===== src/rtl/shift_latch_rx.sv =====
// rtl/shift_latch_rx.sv - receive end of a multi-lane shift/latch (74HC595-style) serial link
//
// Rebuilds each frame the way a 595 chain would and presents it on a valid/ready handshake.
// Ports:
//   clk_i           system clock
//   rst_n_i         asynchronous active-low reset
//   port_i          LANES serial data lines (async to clk_i)
//   shift_i         shift strobe, rising edge samples port_i (async)
//   latch_i         latch strobe, rising edge ends the frame (async)
//   enable_i        0 = ignore the link and drop any partial frame
//   frame_data_o    lane l at [l*DEPTH +: DEPTH], first-shifted bit at the MSB
//   frame_valid_o   a frame is held until frame_ready_i
//   frame_ready_i   consumer takes the frame when valid && ready
//   len_err_o       bit count of the held frame != DEPTH (qualified by frame_valid_o)
//   overrun_o       sticky: a latch arrived while the previous frame was unaccepted
//   overrun_clr_i   synchronous clear of overrun_o
module shift_latch_rx #(
  parameter int LANES       = 8,
  parameter int DEPTH       = 16,
  parameter int SYNC_STAGES = 2
) (
  input  logic                   clk_i,
  input  logic                   rst_n_i,
  input  logic [LANES-1:0]       port_i,
  input  logic                   shift_i,
  input  logic                   latch_i,
  input  logic                   enable_i,
  output logic [LANES*DEPTH-1:0] frame_data_o,
  output logic                   frame_valid_o,
  input  logic                   frame_ready_i,
  output logic                   len_err_o,
  output logic                   overrun_o,
  input  logic                   overrun_clr_i
);

  localparam int CW = $clog2(DEPTH + 2);
  localparam int AW = $clog2(SYNC_STAGES + 2);

  typedef enum logic [1:0] {ARM, DIS, IDLE, RECV} state_t;

  // Data and both strobes share one chain so a sampled bit stays aligned with its strobe.
  logic [SYNC_STAGES-1:0][LANES+1:0] sync_q;
  logic [LANES-1:0]       port_s;
  logic                   shift_s;
  logic                   latch_s;

  logic                   shift_p_q, latch_p_q;
  logic                   shift_e_q, latch_e_q;
  logic [LANES-1:0]       port_e_q;
  logic [LANES*DEPTH-1:0] sr_q;
  logic [CW-1:0]          cnt_q;
  logic [AW-1:0]          arm_q;
  state_t                 state_q;
  logic [LANES*DEPTH-1:0] frame_data_q;
  logic                   frame_valid_q, len_err_q, overrun_q;

  logic [LANES*DEPTH-1:0] sr_shift, sr_d;
  logic [CW-1:0]          cnt_inc, cnt_after;
  logic                   active, take_shift, take_latch, accept, drop;

  assign port_s  = sync_q[SYNC_STAGES-1][LANES-1:0];
  assign shift_s = sync_q[SYNC_STAGES-1][LANES];
  assign latch_s = sync_q[SYNC_STAGES-1][LANES+1];

  always_comb begin
    sr_shift = sr_q;
    for (int l = 0; l < LANES; l++) begin
      sr_shift[l*DEPTH +: DEPTH] = {sr_q[l*DEPTH +: DEPTH-1], port_e_q[l]};
    end
    cnt_inc    = (cnt_q == CW'(DEPTH + 1)) ? cnt_q : cnt_q + CW'(1);
    active     = ((state_q == IDLE) || (state_q == RECV)) && enable_i;
    take_shift = active && shift_e_q;
    take_latch = active && latch_e_q;
    // A shift landing with the latch is applied first, so the frame includes that bit.
    sr_d       = take_shift ? sr_shift : sr_q;
    cnt_after  = take_shift ? cnt_inc : cnt_q;
    accept     = take_latch && (!frame_valid_q || frame_ready_i);
    drop       = take_latch && !accept;
  end

  always_ff @(posedge clk_i or negedge rst_n_i) begin
    if (!rst_n_i) begin
      sync_q        <= '0;
      shift_p_q     <= 1'b0;
      latch_p_q     <= 1'b0;
      shift_e_q     <= 1'b0;
      latch_e_q     <= 1'b0;
      port_e_q      <= '0;
      sr_q          <= '0;
      cnt_q         <= '0;
      arm_q         <= '0;
      state_q       <= ARM;
      frame_data_q  <= '0;
      frame_valid_q <= 1'b0;
      len_err_q     <= 1'b0;
      overrun_q     <= 1'b0;
    end else begin
      sync_q[0] <= {latch_i, shift_i, port_i};
      for (int s = 1; s < SYNC_STAGES; s++) begin
        sync_q[s] <= sync_q[s-1];
      end
      shift_p_q <= shift_s;
      latch_p_q <= latch_s;
      // Edges are masked while arming so strobes held high across reset release never count.
      shift_e_q <= shift_s && !shift_p_q && (state_q != ARM);
      latch_e_q <= latch_s && !latch_p_q && (state_q != ARM);
      port_e_q  <= port_s;
      sr_q      <= sr_d;

      if (accept) begin
        frame_data_q  <= sr_d;
        len_err_q     <= (cnt_after != CW'(DEPTH));
        frame_valid_q <= 1'b1;
      end else if (frame_valid_q && frame_ready_i) begin
        frame_valid_q <= 1'b0;
      end

      // A fresh overrun wins over a same-cycle clear.
      if (drop) begin
        overrun_q <= 1'b1;
      end else if (overrun_clr_i) begin
        overrun_q <= 1'b0;
      end

      case (state_q)
        ARM: begin
          cnt_q <= '0;
          if (arm_q == AW'(SYNC_STAGES)) begin
            state_q <= enable_i ? IDLE : DIS;
          end else begin
            arm_q <= arm_q + AW'(1);
          end
        end
        DIS: begin
          cnt_q <= '0;
          if (enable_i) state_q <= IDLE;
        end
        default: begin
          if (!enable_i) begin
            cnt_q   <= '0;
            state_q <= DIS;
          end else if (take_latch) begin
            cnt_q   <= '0;
            state_q <= IDLE;
          end else if (take_shift) begin
            cnt_q   <= cnt_inc;
            state_q <= RECV;
          end
        end
      endcase
    end
  end

  assign frame_data_o  = frame_data_q;
  assign frame_valid_o = frame_valid_q;
  assign len_err_o     = len_err_q;
  assign overrun_o     = overrun_q;

endmodule


===== config.mk =====
export PLATFORM = sky130hd
export DESIGN_NAME = shift_latch_rx
export DESIGN_NICKNAME = d
export VERILOG_FILES = /design/src/rtl/shift_latch_rx.sv
export SDC_FILE = /design/constraint.sdc
export NUM_CORES = 1
export LEC_CHECK = 0
export ABC_AREA = 1
export CORE_ASPECT_RATIO = 0.5
export CORE_MARGIN = 4
export CORE_UTILIZATION = 54
export CTS_BUF_LIST = sky130_fd_sc_hd__clkbuf_16
export CTS_CLUSTER_DIAMETER = 100
export DETAILED_ROUTE_END_ITERATION = 8
export PLACE_DENSITY = 0.79
export SLEW_MARGIN = 20
export SYNTH_ARGS = -nofsm -noshare
export SYNTH_HDL_FRONTEND = slang
export SYNTH_SLANG_ARGS = --single-unit

===== constraint.sdc =====
create_clock -name clk_i -period 1.45 [get_ports clk_i]
set_input_delay 0.2175 -clock clk_i [delete_from_list [all_inputs] [get_ports clk_i]]
set_output_delay 0.2175 -clock clk_i [all_outputs]
set_load 0.03 [all_outputs]

==> results.yml, run 1 <==
sta:
  setup_viol: 0
  tightest_slew_ns: 0.354
  fmax_ghz: 0.704
  finalCritPeriodShare_pct: 98.0
  finalMaxSlewViolations: 0
  timing.hold.ws_ns: 0.143
  max_slew_margin_pct: 76.4
  min_period_ns: 1.42
  hold_viol: 0
  rsz0062_at_grt: "true"
  clock-skew-final_ns: 0.0121
synthesis:
  syn_nets: 1094
  synth_area_leaders: "dfrtp_1 69%, nand2_1 14%, a31oi_1 7.3%"
  synth.distinct_cells: 20
  syn_inst: 1076
  synthArstFlopShare_pct: 100
  synth_edf_count: 0
  synth_compound_area_share_pct: 7.76
  synth_warnings: 0
  synth.top_cell.area_share_pct: 68.7
  synth_top_family_by_area: "simple AND/OR/NAND/NOR gates"
  synth_xor_area_share_pct: 0.0801
  synth_ff_type: "dfrtp_1"
  synthAdderAreaFrac_pct: 0.343
  yosysSeqAreaShare_pct: 68.7
  synth.cell_area_um2: 10900
  yosys.area_share.simple_pct: 19.6
  postSynthAreaPerCell_um2: 10.2
  yosysTopAreaCell: "dfrtp_1"
  ys_seq_elements: 300
  synth_mux_area_share_pct: 0
routing:
  drc: 0
  antenna_left: 0
  routedWlPerCell_um: 15.6
  via_count: 8043
  highest_layer: "met4"
  initialDrtViolationCount: 628
  wl_um: 24000
  wl_met3_um: 1080
  viasPerCell: 5.23
  wl_met2_um: 11800
  met1_length_um: 10600
  first_pass_iters: 5
die:
  rows: 36
  die_area_um2: 22700
  start_util_pct: 55.5
  coreArea_um2: 19700
  die_y_um: 109
  fp.dieW_um: 209
  io_pins: 146
clock_tree:
  worstSkewPairLatency_ns: 0.52
  htree_levels: 1
  cts_made_buffers: 26
  clk_pin_slew_worst_paths_ns: 0.07
  cts-root-buf: "clkbuf_16"
  cts_sinks: 300
  cts_tree: "yes"
  cts_buffer_depth: 3
layout:
  final_cell_mix: "399 x nand2_1, 298 x dfrtp_1, 142 x nor2_1, 126 x a31oi_1, 68 x clkdlybuf4s15_2"
  final_common_cell: "nand2_1"
  area_growth_pct: 26.6
  drive_gt1_share_pct: 19.7
  final_core_util_pct: 70.3
  n_antenna_cell: 0
  nFillCells: 1426
  fin_nets: 1270
placement:
  globalplace.congestion: 0.799
  io_buffers: 145
  dpl.hpwl_um: 15300
grt:
  grt-ovfl-total: 0
  grt_use_total_pct: 20.4
  antenna_found_initial: 0
  grt_pass1_vias: 7800
  grt_max_degree: 55
  grt_pass1_wl_um: 38700
pwr:
  p_total_mw: 27.6
  p_leak_nw: 6.87
  worst_ir_drop_vdd_mv: 1.10
  power_density_nw_per_um2: 1990
status:
  status: "finished clean"
worst_setup_path:
  start_kind: "flip-flop"
  r2r_slack_ns: 0.04
  crit_type: "reg2out"
  crit_buf_inv: 1
  max_stage_delay_ns: 0.40
  endpoint_kind: "output port"
  crit_family: "flip-flops"
  critPathSlowestCell: "dfrtp_1"
  cp.arrival_ns: 1.20
  crit_fanout: 2
  cp.required_ns: 1.23
  crit_chain: "clkdlybuf4s15_2"
run:
  maxCapViolCount: 0
worst_hold_path:
  hp-class: "in2reg"
kinds of logic (layout without fill, tap and decap cells):
group                      after synthesis  count (layout)
and+or+nand+nor                        561             561
DFF                                    300             300
AOI/OAI and AO/OA                      137             137
buffers and inverters                   74             269
adders and majority gates                3               3
xor gates and xnor gates                 1               1
registers in the layout (all words and copies together) (netlist names), 2 cells and up:
| signal | count |
|---|---|
| frame_data_o | 128 |
| sr_q | 128 |
| sync_q | 10 |
| port_e_q | 8 |
| port_s | 8 |
| cnt_q | 5 |
| arm_q | 2 |
| state_q | 2 |
cells in the mapped netlist, types with 2 or more instances:
master	number
a31oi_1	127
dfrtp_1	300
buf_2	38
nand3_1	8
clkbuf_1	2
inv_1	18
buf_4	15
nor2_4	2
nor2_1	144
o21ai_0	5
ha_1	3
a21oi_1	3
nand2_1	404
where the power goes:
group / total (mW) / switching [mW] / internal (mW)
Combinational: 8.98 / 5.84 / 3.14
Clock: 6.71 / 2.98 / 3.73
Sequential: 11.9 / 1.36 / 10.5
Total: 27.6 / 10.2 / 17.4
per-layer routing:
metal,vias to the layer above,GRT usage (%)
met5,-,0
met4,0,4.98
met3,30,2.87
met2,190,34.1
met1,3971,29.2
li1,3852,-
layout make-up:
cell class	count	area [um^2]	share of cell area [%]
multi-input cells	702	3110	22.4
repair buffers	204	2000	14.5
inverters	18	67.6	0.488
clock buffers	27	676	4.88
clock inverters	20	146	1.06
flip-flops and latches	300	7510	54.3
well taps	266	333	2.40
metrics by stage:
stage / TNS [ns] / std cells / instance area (um^2) / setup WS (ns)
detailed placement: -52.89 / 1483 / 13100 / -0.350
global placement: -44.37 / 1483 / 13100 / -0.251
finish: 0 / 1537 / 13800 / 0.0289
global route: -0.133 / 1537 / 13800 / -0.0256
CTS: -0.0270 / 1531 / 13900 / -0.0270
floorplan: 0 / 1076 / 10900 / 0.00648
timing repair:
action                                 in CTS  in global routing
setup endpoints to repair                 134                160
cloned                                      0                  3
hold buffers                                1                  0
pin swaps                                   0                  6
resized for setup                         425                116
endpoints found under the hold margin     277                  0
buffers inserted                            0                  3
final timing paths:
kind	to	start	cells past startpoint
worst max-delay path	len_err_o	len_err_o	1
worst min-delay path	sync_q[4]	port_i[4]	1
worst max register to register	frame_data_o[18]	state_q[1]	5
worst min register to register	shift_s	sync_q[8]	0
max in group asynchronous	sr_q[125]	rst_n_i	3
min in group asynchronous	sr_q[19]	rst_n_i	2
Power figures use the tool's default switching activity.
==> inputs of run 2 (changes only) <==
- CORE_UTILIZATION: 54 -> 49
- CTS_BUF_LIST: sky130_fd_sc_hd__clkbuf_16 -> unset
- PLACE_DENSITY: 0.79 -> 0.75
- clock period: 1.45 -> 1.27 ns (I/O delays scaled with it)
==> run 2 against run 1 <==
Against the previous run:
- the flow now finishes with violations (negative setup slack)
- clock-buffer cell count is 13 higher
- highest routed layer unchanged
- via count up 7.9%
- non-clock buffer count is 83 higher
- die area is 9.6% higher
- setup slack got worse by 0.28 ns
- global-route usage increased by 1.1 points
- final cell count is 7.6% higher
- utilization increased by 2.7 points
==> results.yml, run 2 (synthesis results as in run 1) <==
worst_setup_path:
  critPathMostFrequentCell: "nand3_2"
  crit_type: "reg2reg"
  start_kind: "flip-flop"
  critPathSlowestCell: "dfrtp_1"
  max_stage_delay_ns: 0.43
  crit_family: "simple AND/OR/NAND/NOR gates"
  crit_fanout: 4
  cp.required_ns: 1.70
  cp.arrival_ns: 1.96
  endpoint_kind: "flip-flop"
  crit_buf_inv: 3
  crit_chain: "nand3_2 > nor2_4 > buf_6 > buf_8 > nand3_2 > nor2_1 > nand3_1 > nand2_1 > inv_1"
layout:
  area_growth_pct: 45.4
  final_cell_mix: "344 x nand2_1, 298 x dfrtp_1, 128 x buf_6, 122 x nor2_1, 118 x a31oi_1"
  drive_gt1_share_pct: 31.5
  n_antenna_cell: 0
  final_common_cell: "nand2_1"
  final_core_util_pct: 73.0
  fin_nets: 1353
routing:
  routedWlPerCell_um: 17.2
  viasPerCell: 5.25
  drc: 0
  initialDrtViolationCount: 792
  antenna_left: 0
  first_pass_iters: 7
  wl_um: 28400
  via_count: 8682
pwr:
  power_density_nw_per_um2: 2270
  worst_ir_drop_vdd_mv: 1.69
  p_leak_nw: 8.00
placement:
  globalplace.congestion: 0.822
  io_buffers: 145
  dpl.hpwl_um: 16300
clock_tree:
  cts_sinks: 300
  cts-root-buf: "clkbuf_16"
  worstSkewPairLatency_ns: 0.53
  cts_tree: "yes"
  clk_pin_slew_worst_paths_ns: 0.07
  cts_buffer_depth: 3
  htree_levels: 1
  cts_made_buffers: 26
sta:
  fmax_ghz: 0.656
  hold_viol: 0
  min_period_ns: 1.52
  tightest_slew_ns: 0.343
  setup_viol: 325
  finalCritPeriodShare_pct: 120
  fin_setup_tns_ns: -33.49
  setup_slack_ns: -0.253
  clock-skew-final_ns: 0.0111
  finalMaxSlewViolations: 0
  max_slew_margin_pct: 77.1
  rsz0062_at_grt: "true"
die:
  io_pins: 146
  start_util_pct: 50.2
  fp.dieW_um: 219
  die_area_um2: 24900
  rows: 38
  coreArea_um2: 21800
  die_y_um: 114
grt:
  grt_use_total_pct: 21.5
  grt_max_degree: 66
  antenna_found_initial: 0
  grt_pass1_wl_um: 43400
  grt_pass1_vias: 8686
  grt-ovfl-total: 0
status:
  status: "complete, but fails checks"
  violations: "negative setup slack"
run:
  maxCapViolCount: 0
worst_hold_path:
  hp-class: "in2async"
[run 2: cell count changes in the layout (fill, tap and decap cells not counted), sizes merged, moves of 2 or more]
cell	change
clkinvlp	-2
clkdlybuf4s15	-68
clkinv	-9
buf	+146
inv	-3
clkbuf	+17
[run 2: layout make-up]
type	instances	area, um^2
Clock inverter	7	113
Inverter	18	72.6
Tap cell	300	375
Fill cell	1452	5880
Sequential cell	300	7510
Clock buffer	40	785
Timing Repair Buffer	287	3490
Multi-Input combinational cell	702	3550
[run 2: timing repair]
action,CTS,global route
gates cloned,6,9
setup endpoints to repair,373,395
hold endpoints to repair,300,0
buffers inserted,47,6
resized for setup,812,152
hold buffers,1,0
pin swaps,1,40
[run 2: worst paths after layout]
kind / start / endpoint / slack, ns / depth (start not counted)
max: state_q[1] / len_err_o / -0.25 / 9
min: rst_n_i / sr_q[17] / 0.08 / 2
max reg2reg: state_q[1] / len_err_o / -0.25 / 9
min reg2reg: port_s[7] / port_e_q[7] / 0.35 / 0
max in group asynchronous: rst_n_i / sr_q[121] / 0.58 / 4
min in group clk_i: port_i[0] / sync_q[0] / 0.09 / 1
[run 2: per-stage QoR]
step / std cells / total power, mW / cell area, um^2 / worst slack [ns] / hold WS, ns
after floorplan: 1076 / 19.8 / 11000 / -0.0293 / -0.105
after global placement: 1538 / 25.4 / 13400 / -0.455 / 0.0429
after detailed placement: 1538 / 25.7 / 13400 / -0.509 / 0.0451
after CTS: 1639 / 35.7 / 15100 / -0.158 / 0.0623
after global routing: 1654 / 37.9 / 15900 / -0.337 / 0.0648
final: 1654 / 36.1 / 15900 / -0.253 / 0.0790
[run 2: power breakdown]
| part | switching (mW) | internal, mW |
|---|---|---|
| Clock | 3.50 | 4.86 |
| Combinational | 7.14 | 6.43 |
| Sequential | 2.18 | 12.0 |
[run 2: routing by layer]
| metal | GRT usage (%) | vias to the layer above | wire, um |
|---|---|---|---|
| li1 | - | 4032 | - |
| met1 | 27.8 | 4388 | 11600 |
| met2 | 38.2 | 211 | 14900 |
| met3 | 4.18 | 51 | 1350 |
| met4 | 5.09 | 0 | 527 |
| met5 | 0 | - | 0 |
